==> config.mk <==
export PLATFORM = sky130hd
export DESIGN_NAME = seq_shift_add_multiplier_flat
export DESIGN_NICKNAME = d
export VERILOG_FILES = /design/src/rtl/seq_shift_add_multiplier_if.sv /design/src/rtl/seq_shift_add_multiplier.sv /design/src/flat_wrapper.sv
export SDC_FILE = /design/constraint.sdc
export NUM_CORES = 1
export LEC_CHECK = 0
export ABC_AREA = 1
export CORE_ASPECT_RATIO = 2
export CORE_MARGIN = 2
export CORE_UTILIZATION = 30
export CTS_CLUSTER_DIAMETER = 120
export CTS_CLUSTER_SIZE = 20
export DETAILED_ROUTE_END_ITERATION = 7
export GPL_TIMING_DRIVEN = 0
export SLEW_MARGIN = 30
export SYNTH_ARGS = -nofsm -noshare
export SYNTH_HDL_FRONTEND = slang
export SYNTH_SLANG_ARGS = --single-unit
==> constraint.sdc <==
create_clock -name clk -period 2.8 [get_ports clk]
set_input_delay 0.56 -clock clk [delete_from_list [all_inputs] [get_ports clk]]
set_output_delay 0.56 -clock clk [all_outputs]
set_load 0.01 [all_outputs]
==> src/rtl/seq_shift_add_multiplier_if.sv <==
// Operand/product bundle for the sequential shift-add multiplier.
// Handshake: a transfer happens on a rising clk edge where valid && ready are both high; the
// producer holds its payload stable while valid is high, and ready never depends on valid.
interface seq_shift_add_multiplier_if #(
  parameter int WIDTH = 16
);
  logic               in_valid;
  logic               in_ready;
  logic [WIDTH-1:0]   a;
  logic [WIDTH-1:0]   b;
  logic               signed_mode;
  logic               out_valid;
  logic               out_ready;
  logic [2*WIDTH-1:0] product;
  logic               busy;
  logic [1:0]         state;

  modport master (
    output in_valid, a, b, signed_mode, out_ready,
    input  in_ready, out_valid, product, busy, state
  );

  modport slave (
    input  in_valid, a, b, signed_mode, out_ready,
    output in_ready, out_valid, product, busy, state
  );
endinterface

==> src/rtl/seq_shift_add_multiplier.sv <==
// Multi-cycle WIDTH x WIDTH multiplier retiring STEP multiplier bits per clock.
// Operates on magnitudes and applies the sign once at the end, so signed and unsigned share one datapath.
module seq_shift_add_multiplier #(
  parameter int WIDTH = 16,
  parameter int STEP  = 1
) (
  input  logic                 clk,
  input  logic                 rst_n,
  seq_shift_add_multiplier_if.slave bus
);

  localparam int N  = WIDTH / STEP;
  localparam int CW = (N > 1) ? $clog2(N) : 1;
  localparam int PW = 2 * WIDTH;
  localparam logic [CW-1:0] LAST = CW'(N - 1);

  typedef enum logic [1:0] {
    IDLE = 2'd0,
    BUSY = 2'd1,
    DONE = 2'd2
  } state_t;

  state_t            state;
  state_t            state_nxt;

  logic [PW-1:0]     mcand;
  logic [WIDTH-1:0]  mplier;
  logic [PW-1:0]     acc;
  logic [PW-1:0]     product_q;
  logic [CW-1:0]     count;
  logic              neg;

  logic [WIDTH-1:0]  a_mag;
  logic [WIDTH-1:0]  b_mag;
  logic [PW-1:0]     pp;
  logic [PW-1:0]     sum;
  logic [PW-1:0]     result;
  logic              accept;
  logic              last;

  // 2^(WIDTH-1) negates to itself, which is exactly its unsigned magnitude.
  always_comb begin
    a_mag = bus.a;
    b_mag = bus.b;
    if (bus.signed_mode && bus.a[WIDTH-1]) a_mag = (~bus.a) + WIDTH'(1'b1);
    if (bus.signed_mode && bus.b[WIDTH-1]) b_mag = (~bus.b) + WIDTH'(1'b1);
  end

  // mcand is pre-shifted each cycle, so the low STEP bits of mplier select shifted copies of it.
  always_comb begin
    pp = '0;
    for (int i = 0; i < STEP; i++) begin
      if (mplier[i]) pp = pp + (mcand << i);
    end
    sum    = acc + pp;
    result = neg ? ((~sum) + PW'(1'b1)) : sum;
  end

  assign accept = bus.in_valid && (state == IDLE);
  assign last   = (count == LAST);

  always_ff @(posedge clk or negedge rst_n) begin
    if (!rst_n) state <= IDLE;
    else        state <= state_nxt;
  end

  always_comb begin
    state_nxt     = state;
    bus.in_ready  = 1'b0;
    bus.out_valid = 1'b0;
    bus.busy      = 1'b0;
    case (state)
      IDLE: begin
        bus.in_ready = 1'b1;
        if (bus.in_valid) state_nxt = BUSY;
      end
      BUSY: begin
        bus.busy = 1'b1;
        if (last) state_nxt = DONE;
      end
      DONE: begin
        bus.busy      = 1'b1;
        bus.out_valid = 1'b1;
        if (bus.out_ready) state_nxt = IDLE;
      end
      default: state_nxt = IDLE;
    endcase
  end

  assign bus.product = product_q;
  assign bus.state   = state;

  always_ff @(posedge clk or negedge rst_n) begin
    if (!rst_n) begin
      mcand     <= '0;
      mplier    <= '0;
      acc       <= '0;
      product_q <= '0;
      count     <= '0;
      neg       <= 1'b0;
    end else begin
      if (accept) begin
        mcand  <= {{WIDTH{1'b0}}, a_mag};
        mplier <= b_mag;
        acc    <= '0;
        count  <= '0;
        neg    <= bus.signed_mode & (bus.a[WIDTH-1] ^ bus.b[WIDTH-1]);
      end else if (state == BUSY) begin
        acc    <= sum;
        mcand  <= mcand << STEP;
        mplier <= mplier >> STEP;
        count  <= count + CW'(1);
        if (last) product_q <= result;
      end
    end
  end

endmodule
==> src/flat_wrapper.sv <==
// flat-port wrapper written by rule: the top's interface ports become plain ports
module seq_shift_add_multiplier_flat 
#(
  parameter int WIDTH = 16,
  parameter int STEP  = 1
)
  (clk, rst_n, bus_in_valid, bus_a, bus_b, bus_signed_mode, bus_out_ready, bus_in_ready, bus_out_valid, bus_product, bus_busy, bus_state);
  seq_shift_add_multiplier_if #(.WIDTH(WIDTH)) bus_i ();
  input  logic clk;
  input  logic rst_n;
  input wire logic [$bits(bus_i.in_valid)-1:0] bus_in_valid;
  input wire logic [$bits(bus_i.a)-1:0] bus_a;
  input wire logic [$bits(bus_i.b)-1:0] bus_b;
  input wire logic [$bits(bus_i.signed_mode)-1:0] bus_signed_mode;
  input wire logic [$bits(bus_i.out_ready)-1:0] bus_out_ready;
  output wire logic [$bits(bus_i.in_ready)-1:0] bus_in_ready;
  output wire logic [$bits(bus_i.out_valid)-1:0] bus_out_valid;
  output wire logic [$bits(bus_i.product)-1:0] bus_product;
  output wire logic [$bits(bus_i.busy)-1:0] bus_busy;
  output wire logic [$bits(bus_i.state)-1:0] bus_state;
  assign bus_i.in_valid = bus_in_valid;
  assign bus_i.a = bus_a;
  assign bus_i.b = bus_b;
  assign bus_i.signed_mode = bus_signed_mode;
  assign bus_i.out_ready = bus_out_ready;
  assign bus_in_ready = bus_i.in_ready;
  assign bus_out_valid = bus_i.out_valid;
  assign bus_product = bus_i.product;
  assign bus_busy = bus_i.busy;
  assign bus_state = bus_i.state;
  seq_shift_add_multiplier #(.WIDTH(WIDTH), .STEP(STEP)) u_core (.clk(clk), .rst_n(rst_n), .bus(bus_i));
endmodule
# Word level (Yosys, flattened, before mapping)
# Index checks and enable logic that the tools add are counted.
# totals
mem_count	0
ff_bits	119
latch_bits	0
word_cells	51
input_bits	37
mem_bits_rw	0
rom_bits	0
# op_classes
add_sub_neg	5
n_mux	19
multipliers	0
n_bitwise	6
n_div	0
reduce_logical	8
n_shift	0
order_cmp	0
n_eq_ne	6
# op_table
op	count
2-to-1 mux 32 bit	6
2-to-1 mux 16 bit	4
adder 16 x 1 -> 16 bit (second input constant)	2
adder 32 x 1 -> 32 bit (second input constant)	1
adder 32 bit	1
NOT 16 bit	2
NOT 32 bit	1
2-to-1 mux 4 bit	2
2-to-1 mux 2 bit	3
one-hot mux 2 bit (3 select lines)	1
AND reduction 3 bit	2
adder 4 x 1 -> 4 bit (second input constant)	1
== test 4 bit (second input constant)	1
!= test 2 bit (second input constant)	2
logical AND 1 bit	3
2-to-1 mux 1 bit	3
== test 2 x 1 -> 1 bit (second input constant)	1
== test 2 bit (second input constant)	1
logical NOT 2 bit	1
!= test 2 x 1 -> 1 bit (second input constant)	1
nonzero test 2 bit	1
OR reduction 2 bit	1
bitwise AND 1 bit	1
NOT 1 bit	1
bitwise XOR 1 bit	1

# Depth between registers and ports, before layout
# Gate-level depths: netlist of run 1.
# logic_depth
word_depth	5
depth_mapped	25
depth_no_buf	23

# Least setup slack after synthesis of run 1
# No wires, ideal clock.
# synth_timing
kind	reg-to-reg
from	reg u_core.mplier[0]
to	reg u_core.product_q[27] (netlist: u_core.bus.product[27])
stages_incl_launch_ff	20
setup_ps	117
setup_slack_ps	25
t_arrival_ps	2657
path_cell_list	dfrtp_1 -> clkbuf_1 -> clkbuf_1 -> nand2_1 -> inv_1 -> fa_1 -> inv_1 -> nand2_1 -> nor2_1 -> nand3_1 -> nor2_1 -> nand3_2 -> nor2_4 -> nand2_4 -> nor2_8 -> nand2_4 -> o21bai_4 -> nand3_1 -> nand3_1 -> nand2_1
# synth_via
elab_chain_cells	5
# synth_rtl
item	line	rtl
start, declared	seq_shift_add_multiplier.sv:27	logic [WIDTH-1:0] mplier;
start signal, assigned	seq_shift_add_multiplier.sv:104	mplier <= b_mag;
start signal, assigned	seq_shift_add_multiplier.sv:111	mplier <= mplier >> STEP;
2-to-1 mux 32 bit (*)	seq_shift_add_multiplier.sv:53	if (mplier[i]) pp = pp + (mcand << i);
adder 32 bit (*)	seq_shift_add_multiplier.sv:55	sum = acc + pp;
NOT 32 bit	seq_shift_add_multiplier.sv:56	result = neg ? ((~sum) + PW'(1'b1)) : sum;
adder 32 x 1 -> 32 bit	seq_shift_add_multiplier.sv:56	
2-to-1 mux 32 bit (*)	seq_shift_add_multiplier.sv:56	
end signal, assigned	seq_shift_add_multiplier.sv:113	if (last) product_q <= result;
end, declared	seq_shift_add_multiplier.sv:29	logic [PW-1:0] product_q;
# Mark *: on every way between the ends. The rest lies on a longest branch, timed or not.
# A chain may end at the register's enable or synchronous reset.

# Worst setup path after layout of run 1
# layout_timing
from	reg u_core.mplier[0]
to	reg u_core.product_q[21] (netlist: u_core.bus.product[21])
# Same word-level chain as after synthesis.

==> summary.txt, run 1 <==
Yosys
  – Simple-Gate Fraction of Synth Area: 0.356
  – Synth Area in XOR/XNOR: 0.0359
  – Mapped Cells: 1385
  – Synth area leader: dfrtp_1
  – Top cells by area, synth: dfrtp_1 33%, nand2_1 21%, inv_1 8.7%
  – Synth top area share: 0.330
  – Net Count, Synth: approximately 1500
  – Synth Area per Inst: 6.51 sq um
  – Cell with the most instances after synthesis: nand2_1
  – Synth Area in Adders: 0.0563
  – Main combinational cell family by area after synthesis: simple AND/OR/NAND/NOR gates
  – Synth Area in Compound Gates: 0.112
  – #FFs+latches synth: between 100 and 150
  – Fraction of registers with async set/reset: 1.00
  – Dominant synthesized flop cell: dfrtp_1
  – Synth cell count leaders: 499 x nand2_1, 209 x inv_1, 119 x dfrtp_1
  – Synth warn: 0
  – Post-synth cell types: 40
  – Mux contribution to synthesized area: 0
  – Seq/Total Area, Yosys: 0.330
  – Number of synthesized flops with an enable pin: 0
  – Syn Std Cell Area: between 9000 and 10000 sq um

Detailed routing
  – Avg WL per Cell: 16.7 um
  – Via density: ~5.0
  – Vias: roughly 9400
  – DRT antenna net count: 0
  – Initial DRC count: approximately 400
  – Drt drc: 0
  – Post-Route WL: 31600 um
  – Drt pass-1 iters: 5

Clock tree
  – Worst skew pair latency: between 0.4 and 0.5 ns
  – Maximum clock insertion buffer count: 2
  – Depth of the CTS H-tree: 4
  – Clock Tree Root: clkbuf_16
  – CTS sink cnt: roughly 120
  – CTS buffer count: 17
  – Clock tree from TritonCTS: yes
  – Clock transition at the registers of the reported paths: 0.06 ns

Placed design
  – Placed Area: approximately 10000 sq um
  – Post-DP HPWL: 24700 um
  – Placed cells: 1823
  – Port buffer count: between 70 and 80
  – Placer congestion estimate: ~0.9

Final layout
  – Share of layout cells above drive strength 1: 0.214
  – Fillers: roughly 3000
  – Net count, final: ~1600
  – Fin cells: about 1900
  – N_diodes: 0
  – Final Cell Area: between 10000 and 15000 sq um
  – Multi-input gate area: slightly above 6000 sq um
  – Reg area: roughly 3000 sq um
  – Area delta synth->final: 35.7%

Global route
  – Initial antenna violation count: 0
  – First-pass GRT wire length: ~48000 um
  – Global route overflow: 0
  – Largest net degree at the start of global routing: 83
  – Global-route total usage across every layer: 0.199
  – Number of global-route vias before repair: between 9000 and 10000

Worst setup path
  – Crit-path max FO: 8
  – Crit path largest cell delay: 0.57 ns
  – Required time worst endpoint: roughly 3.2 ns
  – CP endpoint kind: flip-flop
  – Arrival @ worst endpoint: approximately 3.4 ns
  – WS Path Type: reg2reg
  – Most common cell on crit path: nand2_1
  – Max stage delay cell, worst path: dfrtp_2
  – Worst Setup Start Kind: flip-flop
  – Critical path cell sequence: buf_8 -> nand2_1 -> inv_1 -> ha_4 -> nand2_1 -> nand2_2 -> inv_2 -> nand2_4 -> nand3_1 -> nand3_2 -> nand2_1 -> nand2_2 -> nor2_2 -> nand2_2 -> nor2_8 -> nand2_4 -> o21bai_4 -> inv_1 -> nand2_1 -> nand3_1 -> nand2_1

Power and ir drop
  – Power Total: 10500 uW
  – Leakage: slightly above 0.006 uW
  – PD cells: 859 nW/um^2
  – Max IR drop VDD: slightly below 500 uV

Floorplanning
  – Die X: between 100 and 150 um
  – Core area: 29500 sq um
  – Num rows: between 80 and 90
  – Die ar.: approximately 32000 sq um
  – Initial core utilization: 0.306
  – IO Pins: 74
  – Height of the die: about 250 um

Timing
  – Slew margin rel.: 0.522
  – Max Clock Freq: between 300 and 400 MHz
  – Period Utilization, post-route: 1.09
  – RSZ-0062 raised after global routing: yes
  – Clock Skews: 0.0115 ns
  – Final hold viol count: 0
  – Tmin final: 3.05 ns
  – Final setup vio count: 20
  – Worst-margin pin slew: 0.717 ns
  – Final worst setup slack: -0.248 ns
  – Slew Limit Fails: 0

Status
  – Status: finished with violations
  – Violated checks: negative setup slack

Worst hold path
  – Hold crit path type: reg2reg

Job
  – Max_cap viols: 0
## state kept, by name, summed over array words and instances (netlist names)
signal and flops:
u_core.bus.state 2, u_core.count 4, u_core.neg 1, u_core.mcand 32
u_core.mplier 16, u_core.bus.product 32, u_core.acc 32
## layout make-up
class                           count  share of cell area
Multi-Input combinational cell   1005               0.498
Sequential cell                   119               0.243
Timing Repair Buffer              116              0.0901
Inverter                          226              0.0693
Clock buffer                       20              0.0373
Tap cell                          364              0.0372
Buffer                             33              0.0132
Clock inverter                     12              0.0115
## layer usage
metal,global-route usage,part of all wire,vias to the layer above
met4,0.157,0.090,0
li1,-,-,4643
met5,0,0,-
met2,0.379,0.55,241
met3,0.0311,0.032,100
met1,0.182,0.33,4401
## timing repair
action,CTS,global route
gates resized for setup,130,158
hold endpoints to repair,37,0
setup buffers,14,25
gates cloned,1,1
hold buffers,1,0
pin swaps,20,58
endpoints found under the setup margin,70,81
## worst max-delay path: cells and delay by family, from the launching register on
kind	cells	cell delay (ns)
and+or+nand+nor	15	1.48
DFF	1	0.57
buffers and inverters	4	0.41
AOI/OAI and AO/OA	1	0.25
adders and majority gates	1	0.23
## cell usage in the layout (no fill, tap or decap), types with 3 or more instances in the layout
cell,n
nor3_4,3
nand2_1,422
nor2_4,17
o21ai_1,11
ha_1,11
ha_4,28
nor3_1,5
o21ai_0,73
nand4_1,11
nand2_4,25
nand2_2,73
buf_8,3
a21oi_1,23
dfrtp_1,118
inv_6,4
clkdlybuf4s50_1,72
buf_4,39
inv_2,25
o22ai_1,18
a21oi_2,7
nand3_1,74
o21a_1,3
nor3_2,5
clkbuf_1,25
nor2_2,29
o211ai_1,9
o221ai_1,18
nand3_2,20
clkinv_1,3
clkbuf_16,18
inv_1,198
clkinvlp_4,3
xor2_1,29
nor2_1,56
xnor2_1,7
clkbuf_2,4
nand3b_1,7
## kinds of logic (layout without fill, tap and decap cells)
logic type	after synthesis	count (layout)
and+or+nand+nor	756	756
buffers and inverters	261	407
AOI/OAI and AO/OA	172	172
DFF	119	119
adders and majority gates	40	40
xor gates and xnor gates	37	37
## stage by stage
step | worst slack (ns) | TNS, ns | util | hold slack (ns)
after global routing | -0.417 | -6.11 | 0.415 | 0.507
after detailed placement | -0.894 | -37.88 | 0.347 | 0.460
after floorplan | 0.0253 | 0 | - | 0.264
final | -0.248 | -2.99 | 0.415 | 0.482
after CTS | -0.166 | -2.04 | 0.390 | 0.489
after global placement | -3.71 | -473.91 | 0.346 | 0.465
## worst paths after layout
path	from	cells after the start	slack (ns)	to
setup / recovery	u_core.mplier[0]$_DFFE_PN0P_	21	-0.25	u_core.bus.product[21]$_DFFE_PN0P_
hold / removal	u_core.bus.product[29]$_DFFE_PN0P_	2	0.48	u_core.bus.product[29]$_DFFE_PN0P_
setup reg to reg	u_core.mplier[0]$_DFFE_PN0P_	21	-0.25	u_core.bus.product[21]$_DFFE_PN0P_
hold reg to reg	u_core.bus.product[29]$_DFFE_PN0P_	2	0.48	u_core.bus.product[29]$_DFFE_PN0P_
max in group asynchronous	rst_n	3	1.50	u_core.acc[19]$_DFFE_PN0P_
min in group asynchronous	rst_n	2	0.57	u_core.mplier[14]$_DFFE_PN0P_
## power breakdown
group          leakage (uW)  switching, uW  internal [uW]
Combinational       0.00431           3690           2160
Clock              0.000284            891           1370
Sequential          0.00160            307           2090
Power figures use the tool's default switching activity.
==> run 2: changes to the inputs <==
--- a/config.mk
+++ b/config.mk
@@ -13,7 +13,7 @@
 export CTS_CLUSTER_SIZE = 20
 export DETAILED_ROUTE_END_ITERATION = 7
 export GPL_TIMING_DRIVEN = 0
-export SLEW_MARGIN = 30
+export SLEW_MARGIN = 20
 export SYNTH_ARGS = -nofsm -noshare
 export SYNTH_HDL_FRONTEND = slang
 export SYNTH_SLANG_ARGS = --single-unit
==> run 2 against run 1 <==
The flow still finishes with violations (negative setup slack). Clock skew fell by 0.0028 ns. Power rose by 2.9%. Combinational power rose by 3%. Sequential power barely moved. Utilization rose by 0.41 points. Non-clock buffer count rose by 10. Critical path depth rose by 1. Fmax rose by 2.6%. Sequential cell count did not move. Cell area rose by 0.98%. Worst hold slack got worse by 0.45 ns. Critical endpoint is now u_core.bus.product[29]$_DFFE_PN0P_.
==> summary.txt, run 2 (synthesized netlist as in run 1, its figures left out) <==
Worst setup path
  – Worst Setup Start Kind: flip-flop
  – Crit-path max FO: 7 (-1)
  – CP endpoint: u_core.bus.product[29]$_DFFE_PN0P_
  – Required time worst endpoint: 3.18 ns (about the same)
  – FF-to-FF Start: u_core.mplier[0]$_DFFE_PN0P_
  – Worst R2R Setup Slack: -0.17 ns (+0.08 ns)
  – WS Path Type: reg2reg
  – Arrival @ worst endpoint: 3.35 ns (-0.08 ns)
  – Reg-to-reg endpoint: u_core.bus.product[29]$_DFFE_PN0P_
  – Worst R2R Path Depth: 22 (+4.8%)
  – CP startpoint: u_core.mplier[0]$_DFFE_PN0P_
  – CP endpoint kind: flip-flop

Global route
  – Global-route total usage across every layer: 0.201 (+0.00143)
  – Number of global-route vias before repair: 9488 (+2.0%)
  – Largest net degree at the start of global routing: 76 (-8.4%)
  – Initial antenna violation count: 0 (unchanged)
  – Global route overflow: 0 (unchanged)
  – First-pass GRT wire length: 48800 um (+1.0%)

Final layout
  – Fin util: 0.419 (+0.00407)
  – Final Cell Area: 12400 sq um (+0.98%)
  – N_diodes: 0 (unchanged)
  – Most common cell after layout, fill and taps aside: nand2_1
  – Share of layout cells above drive strength 1: 0.220 (+0.00575)
  – Area delta synth->final: 37.0%
  – Net count, final: 1605 (+0.63%)
  – Highest-count cells in the layout ignoring fill and taps: 422 x nand2_1, 196 x inv_1, 118 x dfrtp_1

Detailed routing
  – Via density: 4.93 (-0.51%)
  – DRT antenna net count: 0 (unchanged)
  – Initial DRC count: 378 (-6.0%)
  – Avg WL per Cell: 16.4 um (-1.4%)
  – Drt drc: 0 (unchanged)
  – Post-Route WL: 31300 um (-0.86%)
  – Drt pass-1 iters: 5 (unchanged)
  – Vias: 9386 (+0.011%)

Timing
  – Clock Skews: 0.00868 ns (-0.00279 ns)
  – Max Clock Freq: 337 MHz (+2.6%)
  – TNS Setup: -2.07 ns (+0.920 ns)
  – Worst-margin pin slew: 0.699 ns (-0.0180 ns)
  – Final hold viol count: 0 (unchanged)
  – Hold slack: 0.0271 ns (-0.455 ns)
  – Tmin final: 2.97 ns (-0.0781 ns)
  – RSZ-0062 raised after global routing: yes
  – Slew margin rel.: 0.534 (+0.0120)
  – Final worst setup slack: -0.170 ns (+0.0781 ns)
  – Final setup vio count: 19 (-5.0%)
  – Period Utilization, post-route: 1.06 (-0.0279)
  – Slew Limit Fails: 0 (unchanged)

Clock tree
  – Clock Tree Root: clkbuf_16
  – Depth of the CTS H-tree: 4 (unchanged)
  – Cts hold-fix bufs: 0 (-1)
  – Maximum clock insertion buffer count: 2 (unchanged)
  – Clock tree from TritonCTS: yes
  – CTS sink cnt: 119 (unchanged)
  – Worst skew pair latency: 0.45 ns (about the same)
  – CTS buffer count: 17 (unchanged)
  – Clock transition at the registers of the reported paths: 0.06 ns (about the same)

Power and ir drop
  – Comb power frac: 0.557 (about the same)
  – Net Sw Power: 4910 uW (+0.45%)
  – Register share of total power: 0.222 (-0.006)
  – Clk network pwr share: 0.222 (+0.007)
  – P_int: 5900 uW (+5.0%)
  – PD cells: 875 nW/um^2 (+1.9%)
  – Max IR drop VDD: 532 uV (+8.8%)
  – Switching share of power: 0.454 (-0.0109)
  – Leakage: 0.00623 uW (+0.66%)

Placed design
  – Port buffer count: 73 (unchanged)
  – Placer congestion estimate: 0.918 (unchanged)
  – Placed Area: 10200 sq um (about the same)
  – Setup WS pre-CTS: -0.892 ns (+0.00187 ns)
  – Post-DP HPWL: 24700 um (about the same)

Floorplanning
  – Core area: 29500 sq um (unchanged)
  – Initial core utilization: 0.306 (unchanged)
  – Die ar.: 31500 sq um (unchanged)
  – Die X: 127 um (unchanged)
  – IO Pins: 74 (unchanged)
  – Height of the die: 249 um (unchanged)
  – Num rows: 89 (unchanged)

Status
  – Violated checks: negative setup slack
  – Status: finished with violations

Worst hold path
  – Hold crit path type: in2async

Job
  – Max_cap viols: 0 (unchanged)
run 2: cell count changes in the layout (fill, tap and decap cells not counted), moves of 2 or more:
cell	delta
nor2_4	-2
inv_2	+3
buf_4	+5
bufinv_16	+2
nor2_2	-2
buf_6	+6
nor2_1	+4
o21ai_1	+2
nand2_4	+2
inv_1	-2
nand3_1	-2
run 2: stage by stage:
step | cells | total power [uW]
2_1_floorplan | 1385 | 5360
3_3_place_gp | 1822 | 6820
3_5_place_dp | 1823 | 6890
4_1_cts | 1880 | 10400
5_1_grt | 1905 | 11500
6_report | 1905 | 10800
run 2: power groups by stage:
stage               Sequential [uW]  Clock (uW)  Combinational [uW]
floorplan                      2280           0                3090
global placement               2330           0                4490
detailed placement             2350           0                4540
CTS                            2380        2440                5560
global route                   2430        2510                6550
finish                         2390        2400                6020
run 2: what timing repair did:
action / in CTS / in global routing
pin swaps: 42 / 46
resized for setup: 210 / 84
setup endpoints to repair: 69 / 73
buffers inserted: 24 / 26
gates cloned: 2 / 0
run 2: worst min path at each step:
stage / from / end / cells past startpoint
finish: rst_n / u_core.mplier[8]$_DFFE_PN0P_ / 1
global route: rst_n / u_core.mplier[8]$_DFFE_PN0P_ / 1
CTS: rst_n / u_core.mplier[8]$_DFFE_PN0P_ / 1
detailed placement: u_core.mplier[11]$_DFFE_PN0P_ / u_core.mplier[11]$_DFFE_PN0P_ / 2
global placement: u_core.mplier[8]$_DFFE_PN0P_ / u_core.mplier[8]$_DFFE_PN0P_ / 2
floorplan: rst_n / u_core.acc[0]$_DFFE_PN0P_ / 0
run 2: area by class of cell:
class                      instances  area (sq um)
multi-input combinational       1005          6090
buffer                            33           164
tap                              364           455
sequential                       119          2980
clock inverter                    13           191
fill                            3042         17200
inverter                         226           848
timing repair buffer             126          1180
clock buffer                      19           443
run 2: worst max-delay path, stage by stage (launching register included):
cell	delay, ns
dfrtp_2	0.52
buf_8	0.17
nand2_1	0.06
inv_1	0.06
ha_4	0.31
nand2_1	0.07
nand2_2	0.10
inv_2	0.07
nand2_4	0.12
nand2_2	0.08
nand2_2	0.09
nand2_1	0.10
nand2_4	0.13
nand2_2	0.08
nor2_4	0.14
nand2_4	0.08
nor2_8	0.14
nand2_4	0.08
o21bai_4	0.23
nand2_1	0.09
nand2_1	0.06
nand3_1	0.06
nand2_1	0.06
run 2: metal layers:
| layer | part of all wire | GRT usage |
|---|---|---|
| met1 | 0.34 | 0.181 |
| met2 | 0.55 | 0.381 |
| met3 | 0.026 | 0.0341 |
| met4 | 0.089 | 0.160 |
| met5 | 0 | 0 |
==> run 3: changes to the inputs <==
--- a/config.mk
+++ b/config.mk
@@ -13,6 +13,7 @@
 export CTS_CLUSTER_SIZE = 20
 export DETAILED_ROUTE_END_ITERATION = 7
 export GPL_TIMING_DRIVEN = 0
+export SETUP_SLACK_MARGIN = 0.3
 export SLEW_MARGIN = 20
 export SYNTH_ARGS = -nofsm -noshare
 export SYNTH_HDL_FRONTEND = slang
==> run 3 against run 2 <==
The run still ends with negative setup slack left. Routed wire length rose by 3.1%. Sequential power barely moved. Non-clock buffer count rose by 13. Global-route usage rose by 0.66 points. Fmax rose by 0.91%. Register-to-register slack improved by 0.03 ns. Sequential share of layout area fell by 0.88 points. Critical path depth fell by 2. First-iteration DRC count fell by 2.4%. Clock-buffer cell count did not move. Cell area rose by 3.7%. Clock skew rose by 0.0044 ns. Largest cell class unchanged.
==> summary.txt, run 3 (synthesized netlist as in run 1, its figures left out) <==
Final layout
  – Fin util: 0.434 (+0.0157)
  – N_diodes: 0 (unchanged)
  – Final Cell Area: 12800 sq um (+3.7%)
  – Net count, final: 1618 (+0.81%)
  – Area delta synth->final: 42.2%
  – Most common cell after layout, fill and taps aside: nand2_1
  – Highest-count cells in the layout ignoring fill and taps: 390 x nand2_1, 194 x inv_1, 119 x dfrtp_1
  – Share of layout cells above drive strength 1: 0.260 (+0.0397)

Clock tree
  – Clock Tree Root: clkbuf_16
  – CTS sink cnt: 119 (unchanged)
  – CTS buffer count: 17 (unchanged)
  – Maximum clock insertion buffer count: 2 (unchanged)
  – Depth of the CTS H-tree: 4 (unchanged)
  – Worst skew pair latency: 0.44 ns (about the same)
  – Clock tree from TritonCTS: yes
  – Clock transition at the registers of the reported paths: 0.06 ns (about the same)
  – Cts hold-fix bufs: 0 (unchanged)

Status
  – Status: finished with violations
  – Violated checks: negative setup slack

Floorplanning
  – Die X: 127 um (unchanged)
  – Core area: 29500 sq um (unchanged)
  – Initial core utilization: 0.306 (unchanged)
  – Die ar.: 31500 sq um (unchanged)
  – Num rows: 89 (unchanged)
  – Height of the die: 249 um (unchanged)
  – IO Pins: 74 (unchanged)

Global route
  – Global route overflow: 0 (unchanged)
  – Largest net degree at the start of global routing: 77 (+1.3%)
  – First-pass GRT wire length: 50300 um (+3.1%)
  – Initial antenna violation count: 0 (unchanged)
  – Global-route total usage across every layer: 0.207 (+0.00659)
  – Number of global-route vias before repair: 9764 (+2.9%)

Timing
  – Tmin final: 2.94 ns (-0.0267 ns)
  – Final worst setup slack: -0.143 ns (+0.0267 ns)
  – Clock Skews: 0.0130 ns (+0.00437 ns)
  – Slew Limit Fails: 0 (unchanged)
  – Period Utilization, post-route: 1.05 (-0.00954)
  – Hold slack: 0.0417 ns (+0.0146 ns)
  – Max Clock Freq: 340 MHz (+0.91%)
  – Worst-margin pin slew: 0.684 ns (-0.0148 ns)
  – Final hold viol count: 0 (unchanged)
  – TNS Setup: -1.85 ns (+0.221 ns)
  – Slew margin rel.: 0.544 (+0.00985)
  – Final setup vio count: 20 (+1)
  – RSZ-0062 raised after global routing: yes

Power and ir drop
  – Leakage: 0.00655 uW (+5.1%)
  – Max IR drop VDD: 495 uV (-7.0%)
  – PD cells: 895 nW/um^2 (+2.4%)
  – Power Total: 11500 uW (+6.2%)

Detailed routing
  – Metal-1 WL: 10500 um (+0.41%)
  – Drt pass-1 iters: 5 (unchanged)
  – Drt drc: 0 (unchanged)
  – Met3 wire len: 742 um (-10%)
  – Post-Route WL: 32300 um (+3.1%)
  – Avg WL per Cell: 16.8 um (+2.5%)
  – DRT antenna net count: 0 (unchanged)
  – Vias: 9473 (+0.93%)
  – Initial DRC count: 369 (-2.4%)
  – Metal2 WL: 17800 um (+3.4%)
  – Top sig layer: met4
  – Via density: 4.94 (+0.35%)

Worst setup path
  – WS Path Type: reg2reg
  – CP endpoint kind: flip-flop
  – FF-to-FF Start: u_core.mplier[0]$_DFFE_PN0P_
  – Crit path largest cell delay: 0.48 ns (-0.04 ns)
  – Critical path cell sequence: buf_8 -> nand2_4 -> inv_2 -> ha_4 -> fa_2 -> inv_2 -> nand2_2 -> nor2_4 -> nand3_2 -> nor2_2 -> nand3_2 -> nor2_4 -> nand2_4 -> nor2_8 -> nand2_4 -> o21bai_4 -> nand2_1 -> nand2_1 -> nand3_1 -> nand2_1
  – Worst R2R Setup Slack: -0.14 ns (+0.03 ns)
  – Arrival @ worst endpoint: 3.32 ns (-0.03 ns)
  – Required time worst endpoint: 3.18 ns (about the same)
  – Reg-to-reg endpoint: u_core.bus.product[27]$_DFFE_PN0P_
  – Crit-path max FO: 7 (unchanged)
  – CP startpoint: u_core.mplier[0]$_DFFE_PN0P_
  – CP endpoint: u_core.bus.product[27]$_DFFE_PN0P_
  – Max stage delay cell, worst path: fa_2
  – Worst Setup Start Kind: flip-flop
  – Worst R2R Path Depth: 20 (-9.1%)

Placed design
  – Post-DP HPWL: 25200 um (+2.0%)
  – Port buffer count: 73 (unchanged)
  – Placer congestion estimate: 0.945 (+2.9%)
  – Placed Area: 10400 sq um (+1.3%)

Job
  – Max_cap viols: 0 (unchanged)

Worst hold path
  – Hold crit path type: in2async
run 3: cell types whose count changed in the layout (fill, tap and decap cells not counted), sizes merged:
cell / delta
buf: +10
bufinv: -1
clkbuf: +3
clkinv: +2
clkinvlp: +1
inv: -4
run 3: how the worst min path moves through the flow:
stage | from | to | slack [ns] | depth (start not counted)
after global routing | rst_n | u_core.mcand[13]$_DFFE_PN0P_ | 0.07 | 1
after CTS | rst_n | u_core.mcand[13]$_DFFE_PN0P_ | 0.05 | 1
after global placement | u_core.mplier[11]$_DFFE_PN0P_ | u_core.mplier[11]$_DFFE_PN0P_ | 0.47 | 2
after detailed placement | u_core.mplier[9]$_DFFE_PN0P_ | u_core.mplier[9]$_DFFE_PN0P_ | 0.47 | 2
final | rst_n | u_core.mcand[13]$_DFFE_PN0P_ | 0.04 | 1
after floorplan | rst_n | u_core.acc[0]$_DFFE_PN0P_ | 0.26 | 0
run 3: final cells by class:
type | instances | area (sq um)
multi-input cells | 1005 | 6490
flip-flops and latches | 119 | 2980
clock inverters | 11 | 151
inverters | 226 | 851
fillers | 2968 | 16700
well taps | 364 | 455
repair buffers | 137 | 1250
plain buffers | 35 | 190
clock buffers | 19 | 453
run 3: where the power goes:
group          internal, uW  switching [uW]  leakage [uW]  total [uW]
clock network          1430             829      0.000283        2260
registers              2090             266       0.00160        2360
logic                  2710            4150       0.00467        6860
total                  6230            5240       0.00655       11500
run 3: metrics by stage:
step                worst slack, ns  instances
floorplan                     0.233       1385
finish                       -0.143       1916
global route                 -0.307       1916
CTS                         -0.0636       1893
detailed placement           -0.592       1823
global placement              -3.67       1822
run 3: repair_timing:
item | 4_1_cts | 5_1_grt
resized for setup | 206 | 157
gates cloned | 1 | 0
buffers inserted | 39 | 23
pin swaps | 58 | 69
setup endpoints to repair | 108 | 77
run 3: metal layers:
| metal | global-route usage | up-vias |
|---|---|---|
| met5 | 0 | - |
| met4 | 0.171 | 0 |
| met3 | 0.0324 | 118 |
| met2 | 0.397 | 228 |
| met1 | 0.183 | 4440 |
| li1 | - | 4687 |
run 3: critical path: cells and delay by family, from the launching register on:
| family | cells | cell delay, ns |
|---|---|---|
| buffers and inverters | 3 | 0.31 |
| adders and majority gates | 2 | 0.65 |
| AOI/OAI and AO/OA | 1 | 0.21 |
| and+or+nand+nor | 14 | 1.33 |
| DFF | 1 | 0.38 |
